`config.mk`:
```
export PLATFORM = sky130hd
export DESIGN_NAME = cache_line_sequencer
export DESIGN_NICKNAME = d
export VERILOG_FILES = /design/src/rtl/cache_line_sequencer.sv
export SDC_FILE = /design/constraint.sdc
export NUM_CORES = 1
export LEC_CHECK = 0
export ABC_AREA = 1
export CAP_MARGIN = 10
export CORE_MARGIN = 2
export CORE_UTILIZATION = 30
export DETAILED_ROUTE_END_ITERATION = 12
export PLACE_DENSITY = 0.49
export SLEW_MARGIN = 20
export SYNTH_ARGS = -nofsm -noshare
export SYNTH_HDL_FRONTEND = slang
export SYNTH_SLANG_ARGS = --single-unit
```
`constraint.sdc`:
```
create_clock -name clk -period 3.6 [get_ports clk]
set_input_delay 0.36 -clock clk [delete_from_list [all_inputs] [get_ports clk]]
set_output_delay 0.36 -clock clk [all_outputs]
set_load 0.005 [all_outputs]
```
`src/rtl/cache_line_sequencer.sv`:
```
`timescale 1ns/1ps
`default_nettype none
// ============================================================================
// Module   : cache_line_sequencer
// Purpose  : Direct-mapped write-back/write-allocate cache control engine with
//            word-by-word write-back and refill over a narrow memory port.
// Revision : 1.0 - initial release
// ============================================================================
module cache_line_sequencer #(
    parameter int ADDR_W     = 7,
    parameter int DATA_W     = 8,
    parameter int LINE_WORDS = 4,
    parameter int LINES      = 4
) (
    input  logic              clk,
    input  logic              rst,
    input  logic              cpu_req,
    input  logic              cpu_we,
    input  logic [ADDR_W-1:0] cpu_addr,
    input  logic [DATA_W-1:0] cpu_wdata,
    output logic              cpu_ready,
    output logic [DATA_W-1:0] cpu_rdata,
    output logic              cpu_hit,
    output logic              mem_req,
    output logic              mem_we,
    output logic [ADDR_W-1:0] mem_addr,
    output logic [DATA_W-1:0] mem_wdata,
    input  logic              mem_ack,
    input  logic [DATA_W-1:0] mem_rdata,
    output logic              busy
);

    localparam int c_off_w = $clog2(LINE_WORDS);
    localparam int c_idx_w = $clog2(LINES);
    localparam int c_tag_w = ADDR_W - c_idx_w - c_off_w;
    localparam logic [c_off_w-1:0] c_last_beat = c_off_w'(LINE_WORDS - 1);

    typedef enum logic [2:0] {
        S_IDLE      = 3'd0,
        S_LOOKUP    = 3'd1,
        S_WRITEBACK = 3'd2,
        S_REFILL    = 3'd3,
        S_RESP      = 3'd4
    } state_t;

    state_t              r_state;
    state_t              w_next;
    logic                r_we;
    logic [ADDR_W-1:0]   r_addr;
    logic [DATA_W-1:0]   r_wdata;
    logic                r_miss;
    logic [c_off_w-1:0]  r_cnt;
    logic [DATA_W-1:0]   r_rdata;
    logic [LINES-1:0]    r_valid;
    logic [LINES-1:0]    r_dirty;
    logic [c_tag_w-1:0]  r_tag  [LINES];
    logic [DATA_W-1:0]   r_data [LINES*LINE_WORDS];

    logic [c_tag_w-1:0]  w_tag;
    logic [c_idx_w-1:0]  w_idx;
    logic [c_off_w-1:0]  w_off;
    logic                w_hit;
    logic                w_beat_done;
    logic                w_last;

    assign w_tag       = r_addr[ADDR_W-1 -: c_tag_w];
    assign w_idx       = r_addr[c_off_w +: c_idx_w];
    assign w_off       = r_addr[c_off_w-1:0];
    assign w_hit       = r_valid[w_idx] && (r_tag[w_idx] == w_tag);
    // Acks outside the two memory phases never count as a beat.
    assign w_beat_done = mem_ack && (r_state == S_WRITEBACK || r_state == S_REFILL);
    assign w_last      = (r_cnt == c_last_beat);
    assign cpu_rdata   = r_rdata;
    assign busy        = (r_state != S_IDLE);

    always_ff @(posedge clk or posedge rst) begin
        if (rst) begin
            r_state <= S_IDLE;
        end else begin
            r_state <= w_next;
        end
    end

    always_comb begin
        w_next    = r_state;
        cpu_ready = 1'b0;
        cpu_hit   = 1'b0;
        mem_req   = 1'b0;
        mem_we    = 1'b0;
        mem_addr  = '0;
        mem_wdata = '0;
        case (r_state)
            S_IDLE: begin
                if (cpu_req) w_next = S_LOOKUP;
            end
            S_LOOKUP: begin
                if (w_hit)                               w_next = S_RESP;
                else if (r_valid[w_idx] && r_dirty[w_idx]) w_next = S_WRITEBACK;
                else                                     w_next = S_REFILL;
            end
            S_WRITEBACK: begin
                mem_req   = 1'b1;
                mem_we    = 1'b1;
                mem_addr  = {r_tag[w_idx], w_idx, r_cnt};
                mem_wdata = r_data[{w_idx, r_cnt}];
                if (w_beat_done && w_last) w_next = S_REFILL;
            end
            S_REFILL: begin
                mem_req  = 1'b1;
                mem_addr = {w_tag, w_idx, r_cnt};
                if (w_beat_done && w_last) w_next = S_LOOKUP;
            end
            S_RESP: begin
                cpu_ready = 1'b1;
                cpu_hit   = !r_miss;
                w_next    = S_IDLE;
            end
            default: w_next = S_IDLE;
        endcase
    end

    always_ff @(posedge clk or posedge rst) begin
        if (rst) begin
            r_we    <= 1'b0;
            r_addr  <= '0;
            r_wdata <= '0;
            r_miss  <= 1'b0;
            r_cnt   <= '0;
            r_rdata <= '0;
            r_valid <= '0;
            r_dirty <= '0;
            for (int i = 0; i < LINES; i++) r_tag[i] <= '0;
        end else begin
            case (r_state)
                S_IDLE: begin
                    if (cpu_req) begin
                        r_we    <= cpu_we;
                        r_addr  <= cpu_addr;
                        r_wdata <= cpu_wdata;
                        r_miss  <= 1'b0;
                    end
                end
                S_LOOKUP: begin
                    if (w_hit) begin
                        if (r_we) r_dirty[w_idx] <= 1'b1;
                        else      r_rdata <= r_data[{w_idx, w_off}];
                    end else begin
                        r_miss <= 1'b1;
                        r_cnt  <= '0;
                    end
                end
                S_WRITEBACK: begin
                    if (w_beat_done) r_cnt <= r_cnt + 1'b1;
                end
                S_REFILL: begin
                    if (w_beat_done) begin
                        r_cnt <= r_cnt + 1'b1;
                        if (w_last) begin
                            r_tag[w_idx]   <= w_tag;
                            r_valid[w_idx] <= 1'b1;
                            r_dirty[w_idx] <= 1'b0;
                        end
                    end
                end
                default: ;
            endcase
        end
    end

    // Data storage carries no reset; valid bits gate its use.
    always_ff @(posedge clk) begin
        if (r_state == S_LOOKUP && w_hit && r_we)
            r_data[{w_idx, w_off}] <= r_wdata;
        else if (w_beat_done && r_state == S_REFILL)
            r_data[{w_idx, r_cnt}] <= mem_rdata;
    end

endmodule
`default_nettype wire
```
Word level (Yosys, flattened, before mapping)
Memories as Yosys holds them, arrays and structs flattened. A register that Yosys moved wholly into a read port is not among the register bits.
Cells that the tools add are included.
{"block": "op_classes", "reduce_logical": 25, "add_sub_neg": 1, "n_mux": 43, "bitwise_logic": 6, "n_eq_ne": 15, "order_cmp": 4}
{"operator": "$mux W3", "count": 7}
{"operator": "$mux W4", "count": 5}
{"operator": "$mux W1", "count": 16}
{"operator": "$mux W8", "count": 2}
{"operator": "$reduce_and A3 Y1", "count": 5}
{"operator": "$ne A2 B2 Y1 const B", "count": 7}
{"operator": "$pmux W7 S2", "count": 1}
{"operator": "$bwmux W12", "count": 1}
{"operator": "$pmux W3 S4", "count": 1}
{"operator": "$logic_and A1 B1 Y1", "count": 9}
{"operator": "$or A4 B4 Y4", "count": 2}
{"operator": "$pmux W4 S2", "count": 1}
{"operator": "$reduce_or A8 Y1", "count": 1}
{"operator": "$bmux W3 S2", "count": 1}
{"operator": "$demux W3 S2", "count": 1}
{"operator": "$eq A3 B2 Y1 const B", "count": 2}
{"operator": "$reduce_bool A2 Y1", "count": 3}
{"operator": "$reduce_and A5 Y1", "count": 1}
{"operator": "$and A4 B4 Y4", "count": 1}
{"operator": "$bmux W1 S2", "count": 2}
{"operator": "$mux W2", "count": 2}
{"operator": "$ne A2 B1 Y1 const B", "count": 2}
{"operator": "$not A4 Y4", "count": 1}
{"operator": "$pmux W2 S2", "count": 1}
{"operator": "19 further kinds", "count": 19}
{"block": "word_totals", "memories": 1, "wordCells": 107, "reg_bits": 42, "in_bits": 28, "out_inout_bits": 28, "ramBits": 128}
{"name": "r_data", "depth": 16, "width": 8, "rd": 2, "rd_clocked_by_memory_dff": 1, "wr": 1, "line": "57", "text": "logic [DATA_W-1:0] r_data [LINES*LINE_WORDS];"}

Longest topological paths before layout
Gate-level depths: netlist of run 1.
{"block": "logic_depth", "ltp_word": 12, "mapped_depth": 14}

Worst setup path after synthesis of run 1
OpenSTA, ideal clock, no wires.
{"block": "synth_path", "path_kind": "flip-flop to flip-flop", "startpoint": "register r_addr[2]", "endpoint": "memory r_data[3][0] (enable)", "setup_ps": 370, "synth_period_minus_slack_ps": 2116, "n_path_buf": 1, "required_ps": 3230, "slack_ps": 1484, "stages_incl_launch_ff": 13, "arrival_ps": 1746, "path_cell_list": "dfrtp_1 -> buf_6 -> nand2_1 -> nand2_1 -> nand2_1 -> nand2_1 -> nand2_1 -> nand2_1 -> nor2_4 -> nand3_2 -> o21ai_2 -> nand2_1 -> nor2_1"}
{"block": "synth_via", "elab_chain_cells": 12, "word_cells_on_any_way": 17, "classes_between": "1 x eq/ne; 11 x mux; 1 x bitwise; 4 x reduce/logical"}
{"element": "from (decl)", "line": "49", "text": "logic [ADDR_W-1:0] r_addr;"}
{"element": "from (signal assigned)", "line": "138", "text": "r_addr <= cpu_addr;"}
{"element": "$not A2 Y3 (not written as such)", "line": "69", "text": "assign w_hit = r_valid[w_idx] && (r_tag[w_idx] == w_tag);"}
{"element": "$bmux W3 S2", "line": "69"}
{"element": "$mux W3 (not written as such) (2 in a row)", "line": "69"}
{"element": "$eq A3 B3 Y1", "line": "69"}
{"element": "$logic_and A1 B1 Y1", "line": "69"}
{"element": "$logic_and A1 B1 Y1 (2 in a row)", "line": "172", "text": "if (r_state == S_LOOKUP && w_hit && r_we)"}
{"element": "$mux W1", "line": "172"}
{"element": "$mux W1 (not written as such)", "line": "175", "text": "r_data[{w_idx, r_cnt}] <= mem_rdata;"}
{"element": "$reduce_or A8 Y1 (no line)"}
{"element": "$mux W4 (no line) / $mux W1 (equally long branches)"}
{"element": "to (decl)", "line": "57"}
Parallel ways exist; a longest one is shown, timed or not. The select of a mux whose other input is x is not followed.

Worst setup path after layout of run 1
{"block": "layout_path", "startpoint": "register r_addr[2]", "endpoint": "output port mem_wdata[3]"}
{"block": "layout_via", "elab_chain_cells": 2}
{"element": "$mem_v2 Z16 W8"}
{"element": "$mux W8", "line": "92", "text": "case (r_state)"}
{"element": "to (decl)", "line": "27", "text": "output logic [DATA_W-1:0] mem_wdata,"}
Every way passes these cells.

==> key figures, run 1 <==
Detailed routing
  – Drt first pass iters: 5
  – Count of routing violations after the opening detailed-route iteration: slightly below 800
  – Average wire length per cell after detail routing: 18.8 microns
  – DR DRC count: 0
  – Final routed wirelength across all metal layers: 25.8 mm
  – Routed Antenna Nets: 0
  – Detailed-route via count: roughly 7.0k
  – Post-detailed-route via-to-cell ratio: between 5 and 6

Setup path
  – Worst setup EP type: primary output
  – CP required: approximately 3.2 ns
  – Critical path arrival: 2.84 ns
  – Maximum fanout count along the critical path: 14
  – Critical path start-end classification: flop to primary output
  – Nature of the critical path startpoint: flop

Place
  – DP HPWL: 17.0 mm
  – GPL Wtd Cong: approximately 0.80
  – Placed cells: around 1.3k
  – Port Buf Inserts: 55

GRT
  – GR Overflow Total: 0
  – Total global routing track utilization: 17.6%
  – Number of global-route vias before repair: 6,907
  – Wire length of the first global-routing pass: ~41 mm
  – Largest net degree at the start of global routing: 77
  – Antenna violations before repair: 0

Clock network
  – Clock Root Buffer: clkbuf_16
  – Clock latency of the later-clocked register in the worst-skew pair: 0.45 ns
  – H-tree level count: 4
  – Maximum clock path buffer count: 2
  – TritonCTS Buffers: 17
  – CTS tree: yes
  – Post-CTS resize count: 0
  – Total clock sinks: 178
  – Post-CTS setup buffer count: 0
  – Hold-fix buffers, CTS: 0
  – Worst-path clk slew: about 0.08 ns

STA
  – Final clock skew: 0.0151 ns
  – Hold_ws: 0.292 ns
  – Worst slew margin: 49.4%
  – Number of hold-slack violations in the final timing report: 0
  – Final period util: 88.8%
  – Unrepaired setup endpoints after global routing: no
  – Fmax: 0.313 GHz
  – Clock period minus worst slack: 3.20 ns
  – Actual transition at the worst max-transition pin: roughly 0.76 ns
  – Setup-failing EPs final: 0
  – Final sum of negative setup slack: 0 ns
  – Max-slew violation count: 0

Yosys
  – Synthesized instance count: roughly 940
  – FF+latch count, synth: approximately 180
  – Syn Nets: 970
  – Share of Yosys cell area claimed by the top area cell type: 44.9%
  – Count of yosys warnings during synthesis: 0
  – Mean instance size in the synthesized netlist: roughly 9.1 sq um
  – Post-synthesis sequential area ratio: between 50% and 60%
  – Netlist cell types: 28
  – Leading post-synthesis cells by cell area: edfxtp_1 (45%), dfrtp_1 (15%), o21ai_0 (12%)
  – Netlist Area Pre-Place: 8560 sq um
  – Cell type with the highest aggregate area in the netlist: edfxtp_1

Floorplanning
  – Floorplan core area: about 28,000 sq um
  – # IOs: 56
  – Die ar.: 29,900 sq um
  – Width of the chip: 173 microns
  – Initial Utilization: 30.7%
  – Row Count: 61
  – DIE HEIGHT: between 150 and 200 microns

Worst hold path
  – Hold WC Path Type: primary input to asynchronous set/reset pin

Pwr
  – P_leak: 3.84 nW
  – Peak VDD IR: approximately 0.43 mV
  – Part of the total power dissipated in the clock network: 22.6%
  – Internal power: 4.99 mW
  – Switching power as a share of total power: 42.9%
  – Switching power: 3.75 mW
  – Share of power burned in registers: between 30 and 40%
  – Gate power share: 43.0%
  – PwrDens: 856 nW/um^2

Layout
  – Commonest cells after routing, fill and taps aside: o21ai_0 (204), nand2_1 (197), edfxtp_1 (128)
  – Diode insertion count for antenna repair: 0
  – Leading cell type in the layout, fill and taps excluded: o21ai_0
  – Count of non-filler cells in the finished layout: 1,377
  – Share of post-route cells with drive strength above 1: 8.11%
  – Layout area overhead: 19.3%
  – Post-layout net count: 1,015

Flow run
  – Max Cap Viol: 0

Outcome
  – Run status: finished, final reports clean
==> final timing paths <==
check | startpoint | to | slack (ns) | cells after the start
max | r_addr[2] | mem_wdata[3] | 0.40 | 7
min | rst | r_addr[5] | 0.29 | 2
max reg2reg | r_addr[2] | r_data[8][3] | 0.77 | 12
min reg2reg | r_valid[2] | r_valid[2] | 0.47 | 2
max in group asynchronous | rst | r_tag[4] | 2.54 | 3
min in group clk | cpu_wdata[1] | r_wdata[1] | 0.46 | 3
==> worst max-delay path, cell delays in order, from the launching register on <==
cell,delay (ns)
dfrtp_1,0.53
inv_2,0.20
nand2_1,0.07
inv_1,0.40
buf_4,0.26
nand2_1,0.08
a41oi_1,0.29
clkdlybuf4s50_1,0.56
==> registers in the layout (all words and copies together), names as in the netlist, named ones only <==
register,count
cpu_rdata,8
r_cnt,2
r_addr,7
r_data,128
r_state,3
r_miss,1
r_valid,4
r_tag,12
r_wdata,8
r_we,1
==> per-layer routing <==
metal  vias up  part of all wire (%)  global-route usage, %  wire (microns)
li1       3333                     -                      -               -
met1      3382                    47                   24.8           12100
met2       242                    46                   28.2           12000
met3        22                   5.4                   2.95            1390
met4         0                   1.2                   4.56             318
met5         -                     0                      0               0
==> stage by stage <==
step	utilization, %	total power, mW	worst slack (ns)	area (sq um)
after floorplan	-	5.25	1.48	8560
after global placement	34.3	6.83	0.872	9590
after detailed placement	34.3	6.82	0.820	9590
after CTS	36.6	8.80	0.416	10200
after global routing	36.6	9.34	0.222	10200
final	36.6	8.74	0.404	10200
==> power by group through the flow <==
stage                     combinational [mW]  clock [mW]  sequential, mW
after detailed placement                3.78           0            3.04
after global routing                    4.20        2.09            3.04
after floorplan                         2.36           0            2.88
after global placement                  3.79           0            3.04
final                                   3.76        1.98            3.00
after CTS                               3.79        2.01            3.00
==> cells by family after synthesis <==
family / count (synthesis) / synth area share, %
simple gates: 319 / 14.8
compound gates: 315 / 18.9
flops: 178 / 59.5
buf+inv: 120 / 5.61
mux: 8 / 1.05
fa+ha+maj: 1 / 0.146
==> cell type report <==
| cell class | count | area (sq um) |
|---|---|---|
| Timing Repair Buffer | 82 | 791 |
| Sequential cell | 178 | 5100 |
| Clock buffer | 17 | 425 |
| Tap cell | 378 | 473 |
| Clock inverter | 15 | 198 |
| Fill cell | 2866 | 17700 |
| Multi-Input combinational cell | 643 | 2990 |
| Inverter | 64 | 240 |
==> cells in the mapped netlist, drive strengths merged <==
master	count
o21ai	232
nand2	198
edfxtp	128
nor2	94
a21oi	73
inv	61
dfrtp	50
clkbuf	37
buf	19
nand3	16
a41oi	8
mux2	8
nand4	8
clkinv	3
a22oi	2
nor3	2
ha	1
nor4	1
Power figures use the tool's default switching activity.
==> run 2, diff against run 1 <==
--- a/config.mk
+++ b/config.mk
@@ -6,7 +6,6 @@
 export NUM_CORES = 1
 export LEC_CHECK = 0
 export ABC_AREA = 1
-export CAP_MARGIN = 10
 export CORE_MARGIN = 2
 export CORE_UTILIZATION = 30
 export DETAILED_ROUTE_END_ITERATION = 12
==> constraint.sdc (replaced) <==
create_clock -name clk -period 4.02 [get_ports clk]
set_input_delay 0.402 -clock clk [delete_from_list [all_inputs] [get_ports clk]]
set_output_delay 0.402 -clock clk [all_outputs]
set_load 0.005 [all_outputs]
==> key figures, run 2 (synthesis results as in run 1) <==
Outcome
  – Run status: finished, final reports clean

Layout
  – Diode insertion count for antenna repair: 0
  – Register with the most flip-flops: r_data
  – Leading cell type in the layout, fill and taps excluded: o21ai_0
  – Share of post-route cells with drive strength above 1: 7.37%
  – Post-route cell area: 10,100 sq um
  – Layout area overhead: 18.5%
  – Final core area utilization: 36.3%
  – Flip-flop count of the largest register after layout: 128
  – Largest registers: r_data: 128 flops, r_tag: 12 flops
  – Commonest cells after routing, fill and taps aside: o21ai_0 (204), nand2_1 (197), edfxtp_1 (128)
  – Post-layout net count: 1,006

STA
  – Min setup slack post-route: 0.410 ns
  – Number of hold-slack violations in the final timing report: 0
  – Fmax: 0.277 GHz
  – Setup-failing EPs final: 0
  – Unrepaired setup endpoints after global routing: no
  – Final sum of negative setup slack: 0 ns
  – Final period util: between 80 and 90%
  – Worst slew margin: 29.2%
  – Actual transition at the worst max-transition pin: ~1.1 ns
  – Hold_ws: 0.320 ns
  – Max-slew violation count: 0
  – Clock period minus worst slack: 3.61 ns
  – Final clock skew: 0.0132 ns

Setup path
  – Nature of the critical path startpoint: flop
  – Launching element of the worst setup path: r_cnt[1]
  – Delay of the slowest cell on the worst path: roughly 1.1 ns
  – WP buf/inv: 1
  – Reg2Reg Launch Point: r_state[1]
  – Maximum fanout count along the critical path: 52
  – Critical path arrival: 3.21 ns
  – Cells along the critical path: o21ai_0, o21ai_0, nand2_1, a41oi_1, clkdlybuf4s50_1
  – Most numerous cell on the critical path: o21ai_0
  – CP required: 3.62 ns
  – Critical path start-end classification: flop to primary output
  – Cell class contributing the biggest share of worst-path delay: flip-flops
  – Worst setup EP type: primary output
  – Slowest-stage cell, CP: dfrtp_2

Pwr
  – P_leak: 3.79 nW
  – Peak VDD IR: 0.357 mV
  – PwrDens: 778 nW/um^2

Clock network
  – Total clock sinks: 178
  – Maximum clock path buffer count: 2
  – Post-CTS resize count: 0
  – TritonCTS Buffers: 17
  – CTS tree: yes
  – Clock latency of the later-clocked register in the worst-skew pair: ~0.45 ns
  – H-tree level count: 4
  – Clock Root Buffer: clkbuf_16
  – Worst-path clk slew: around 0.08 ns
  – Hold-fix buffers, CTS: 0
  – Post-CTS setup buffer count: 0

Floorplanning
  – Floorplan core area: 27,900 sq um
  – # IOs: between 50 and 60
  – Row Count: 61
  – Initial Utilization: 30.7%
  – DIE HEIGHT: between 150 and 200 microns
  – Die ar.: ~30,000 sq um
  – Width of the chip: 173 microns

Detailed routing
  – DR DRC count: 0
  – Post-detailed-route via-to-cell ratio: slightly above 5
  – Routed Antenna Nets: 0
  – Final routed wirelength across all metal layers: 26.7 mm
  – Count of routing violations after the opening detailed-route iteration: 828
  – Detailed-route via count: 6,953
  – Drt first pass iters: 5
  – Average wire length per cell after detail routing: 19.5 microns

Flow run
  – Max Cap Viol: 0

Place
  – Port Buf Inserts: 55
  – Instance area at placement: 9510 sq um
  – GPL Wtd Cong: between 0.8 and 0.9
  – DP HPWL: between 15 and 20 mm
  – Placement Setup Slack: 0.960 ns

GRT
  – Number of global-route vias before repair: 6,792
  – Largest net degree at the start of global routing: 99
  – Wire length of the first global-routing pass: 40.8 mm
  – GR Overflow Total: 0
  – Total global routing track utilization: between 15 and 20%
  – Antenna violations before repair: 1

Worst hold path
  – Hold WC Path Type: primary input to asynchronous set/reset pin
-- run 2: changes by cell type in the layout (fill, tap and decap cells not counted), sizes merged --
cell      change
bufinv        -1
inv           +2
clkinvlp      -1
buf           -9
-- run 2: area by class of cell --
cell class	count	area [sq um]
inverter	64	240
timing repair buffer	73	711
sequential	178	5100
multi-input combinational	643	2990
tap	378	473
clock buffer	17	425
clock inverter	15	208
fill	2920	17800
-- run 2: final timing paths --
kind | endpoint | slack (ns) | cells after the start
max in group asynchronous | r_addr[1] | 2.91 | 3
worst max-delay path | mem_wdata[0] | 0.41 | 5
worst max register to register | r_data[9][3] | 1.09 | 6
worst min register to register | r_valid[2] | 0.47 | 2
worst min-delay path | r_addr[5] | 0.32 | 2
min in group clk | r_valid[2] | 0.47 | 2
-- run 2: through the flow --
| stage | std cells | total power [mW] |
|---|---|---|
| floorplan | 941 | 4.70 |
| global route | 1368 | 8.42 |
| detailed placement | 1336 | 6.15 |
| global placement | 1336 | 6.16 |
| CTS | 1368 | 7.92 |
| finish | 1368 | 7.90 |
-- run 2: routing by layer --
layer / wire (microns) / vias up / GRT usage, %
li1: - / 3313 / -
met1: 12100 / 3365 / 24.9
met2: 12400 / 239 / 28.6
met3: 1550 / 36 / 3.96
met4: 518 / 0 / 5.08
met5: 0 / - / 0
-- run 2: power by group --
group          internal, mW  switching, mW
combinational          1.05           2.32
sequential             2.45          0.295
clock                 0.911          0.872
total                  4.41           3.49
-- run 2: worst reg2reg max path, cell delays in order (launching register included) --
cell and delay, ns:
dfrtp_1 0.42, inv_1 0.11, nor3_2 0.24, nand2_1 0.42, o21ai_0 0.44, nand2_1 0.22, nor2_1 0.71
==> run 3, diff against run 2 <==
--- a/config.mk
+++ b/config.mk
@@ -9,7 +9,7 @@
 export CORE_MARGIN = 2
 export CORE_UTILIZATION = 30
 export DETAILED_ROUTE_END_ITERATION = 12
-export PLACE_DENSITY = 0.49
+export PLACE_DENSITY = 0.53
 export SLEW_MARGIN = 20
 export SYNTH_ARGS = -nofsm -noshare
 export SYNTH_HDL_FRONTEND = slang
==> key figures, run 3 (synthesis results as in run 1) <==
Outcome
  – Run status: finished, final reports clean

Layout
  – Share of post-route cells with drive strength above 1: under 10%
  – Commonest cells after routing, fill and taps aside: o21ai_0 (204), nand2_1 (197), edfxtp_1 (128)
  – Count of non-filler cells in the finished layout: 1,373
  – Register with the most flip-flops: r_data
  – Flip-flop count of the largest register after layout: 128
  – Post-layout net count: 1,010
  – Final core area utilization: a little over a third
  – Post-route cell area: 10,200 sq um
  – Largest registers: r_data: 128 flops, r_tag: 12 flops
  – Layout area overhead: 18.7%
  – Leading cell type in the layout, fill and taps excluded: o21ai_0
  – Layout filler cell count: ~2.8k

Setup path
  – Delay of the slowest cell on the worst path: approximately 1.1 ns
  – WP buf/inv: 2
  – Cell class contributing the biggest share of worst-path delay: flip-flops
  – Count of cell instances traversed by the critical path: 6
  – Critical path start-end classification: flop to primary output
  – Nature of the critical path startpoint: flop
  – Worst setup EP type: primary output
  – Slowest-stage cell, CP: dfrtp_2
  – Cells along the critical path: buf_4, o21ai_0, o21ai_0, nand2_1, a41oi_1, clkdlybuf4s50_1
  – Most numerous cell on the critical path: o21ai_0
  – Depth of the most critical reg-to-reg path: 6
  – Maximum fanout count along the critical path: 56
  – CP required: about 3.6 ns
  – Critical path arrival: 3.13 ns

Clock network
  – Post-CTS resize count: 0
  – H-tree level count: 4
  – Maximum clock path buffer count: 2
  – Worst-path clk slew: ~0.07 ns
  – Post-CTS setup buffer count: 0
  – Clock latency of the later-clocked register in the worst-skew pair: roughly 0.44 ns
  – Total clock sinks: 178
  – Hold-fix buffers, CTS: 0
  – Clock Root Buffer: clkbuf_16
  – TritonCTS Buffers: 17
  – CTS tree: yes

GRT
  – Antenna violations before repair: 0
  – Number of global-route vias before repair: between 6k and 7k
  – Fraction of met2 tracks used by global routing: 28.4%
  – Global-route layer with the greatest usage: met2
  – Wire length of the first global-routing pass: 39.5 mm
  – Routing usage on met1: between 20 and 25%
  – Largest net degree at the start of global routing: 99
  – GR Overflow Total: 0
  – Total global routing track utilization: 17.2%
  – Met3 layer usage reported by global route: 3.03%

STA
  – Clock period minus worst slack: approximately 3.5 ns
  – Min setup slack post-route: between 0.4 and 0.5 ns
  – Max-slew violation count: 0
  – Final clock skew: 0.0112 ns
  – Unrepaired setup endpoints after global routing: no
  – Fmax: 0.283 GHz
  – Setup-failing EPs final: 0
  – Final period util: slightly below 90%
  – Actual transition at the worst max-transition pin: 1.10 ns
  – Hold_ws: around 0.44 ns
  – Worst slew margin: 26.4%
  – Number of hold-slack violations in the final timing report: 0
  – Final sum of negative setup slack: 0 ns

Detailed routing
  – Post-detailed-route via-to-cell ratio: 5.06
  – Drt first pass iters: 7
  – DR DRC count: 0
  – Count of routing violations after the opening detailed-route iteration: 710
  – Final routed wirelength across all metal layers: 25.7 mm
  – Detailed-route via count: a little under 7k
  – Average wire length per cell after detail routing: 18.7 microns
  – Routed Antenna Nets: 0

Place
  – Instance area at placement: 9540 sq um
  – DP HPWL: 16.7 mm
  – GPL Wtd Cong: between 0.8 and 0.9
  – Port Buf Inserts: between 50 and 60
  – Placed cells: 1,340
  – Placement Setup Slack: 0.985 ns

Floorplanning
  – Die ar.: between 20,000 and 30,000 sq um
  – # IOs: 56
  – Row Count: 61
  – Width of the chip: 173 microns
  – Floorplan core area: around 28,000 sq um
  – Initial Utilization: 30.7%
  – DIE HEIGHT: 173 microns

Pwr
  – Share of power burned in registers: about a third
  – Switching power: 3.32 mW
  – Peak VDD IR: between 0.4 and 0.5 mV
  – PwrDens: 767 nW/um^2
  – P_leak: 3.81 nW
  – Total chip power: 7.80 mW
  – Internal power: between 4 and 5 mW
  – Gate power share: around two fifths
  – Switching power as a share of total power: 42.6%
  – Part of the total power dissipated in the clock network: 22.9%

Worst hold path
  – Hold WC Path Type: primary input to asynchronous set/reset pin

Flow run
  – Max Cap Viol: 0
==> run 3: final cells by class <==
| cell class | instances | area (sq um) | share of cell area (%) |
|---|---|---|---|
| sequential | 178 | 5100 | 50.1 |
| multi-input combinational | 643 | 2990 | 29.4 |
| timing repair buffer | 77 | 741 | 7.28 |
| tap | 378 | 473 | 4.65 |
| clock buffer | 18 | 429 | 4.22 |
| inverter | 64 | 241 | 2.37 |
| clock inverter | 14 | 194 | 1.91 |
| antenna | 1 | 2.50 | 0.0246 |
==> run 3: metal layers <==
metal,routed length (microns),part of all wire [%]
met2,12400,48
met1,11500,45
met5,0,0
met3,1330,5.2
met4,470,1.8
==> run 3: power by group through the flow <==
| stage | Combinational (mW) | Sequential [mW] | Clock [mW] |
|---|---|---|---|
| after CTS | 3.29 | 2.74 | 1.81 |
| after detailed placement | 3.28 | 2.78 | 0 |
| after global placement | 3.27 | 2.78 | 0 |
| after global routing | 3.65 | 2.78 | 1.88 |
| final | 3.27 | 2.75 | 1.79 |
| after floorplan | 2.12 | 2.58 | 0 |
==> run 3: path summary, 6_finish.rpt <==
check                      slack (ns)            to        from
max                              0.49  mem_wdata[0]    r_cnt[1]
min                              0.44    r_state[0]         rst
max reg2reg                      1.15  r_data[5][6]  r_state[1]
min reg2reg                      0.45    r_valid[0]  r_valid[0]
max in group asynchronous        3.01      r_cnt[0]         rst
min in group clk                 0.45    r_valid[0]  r_valid[0]
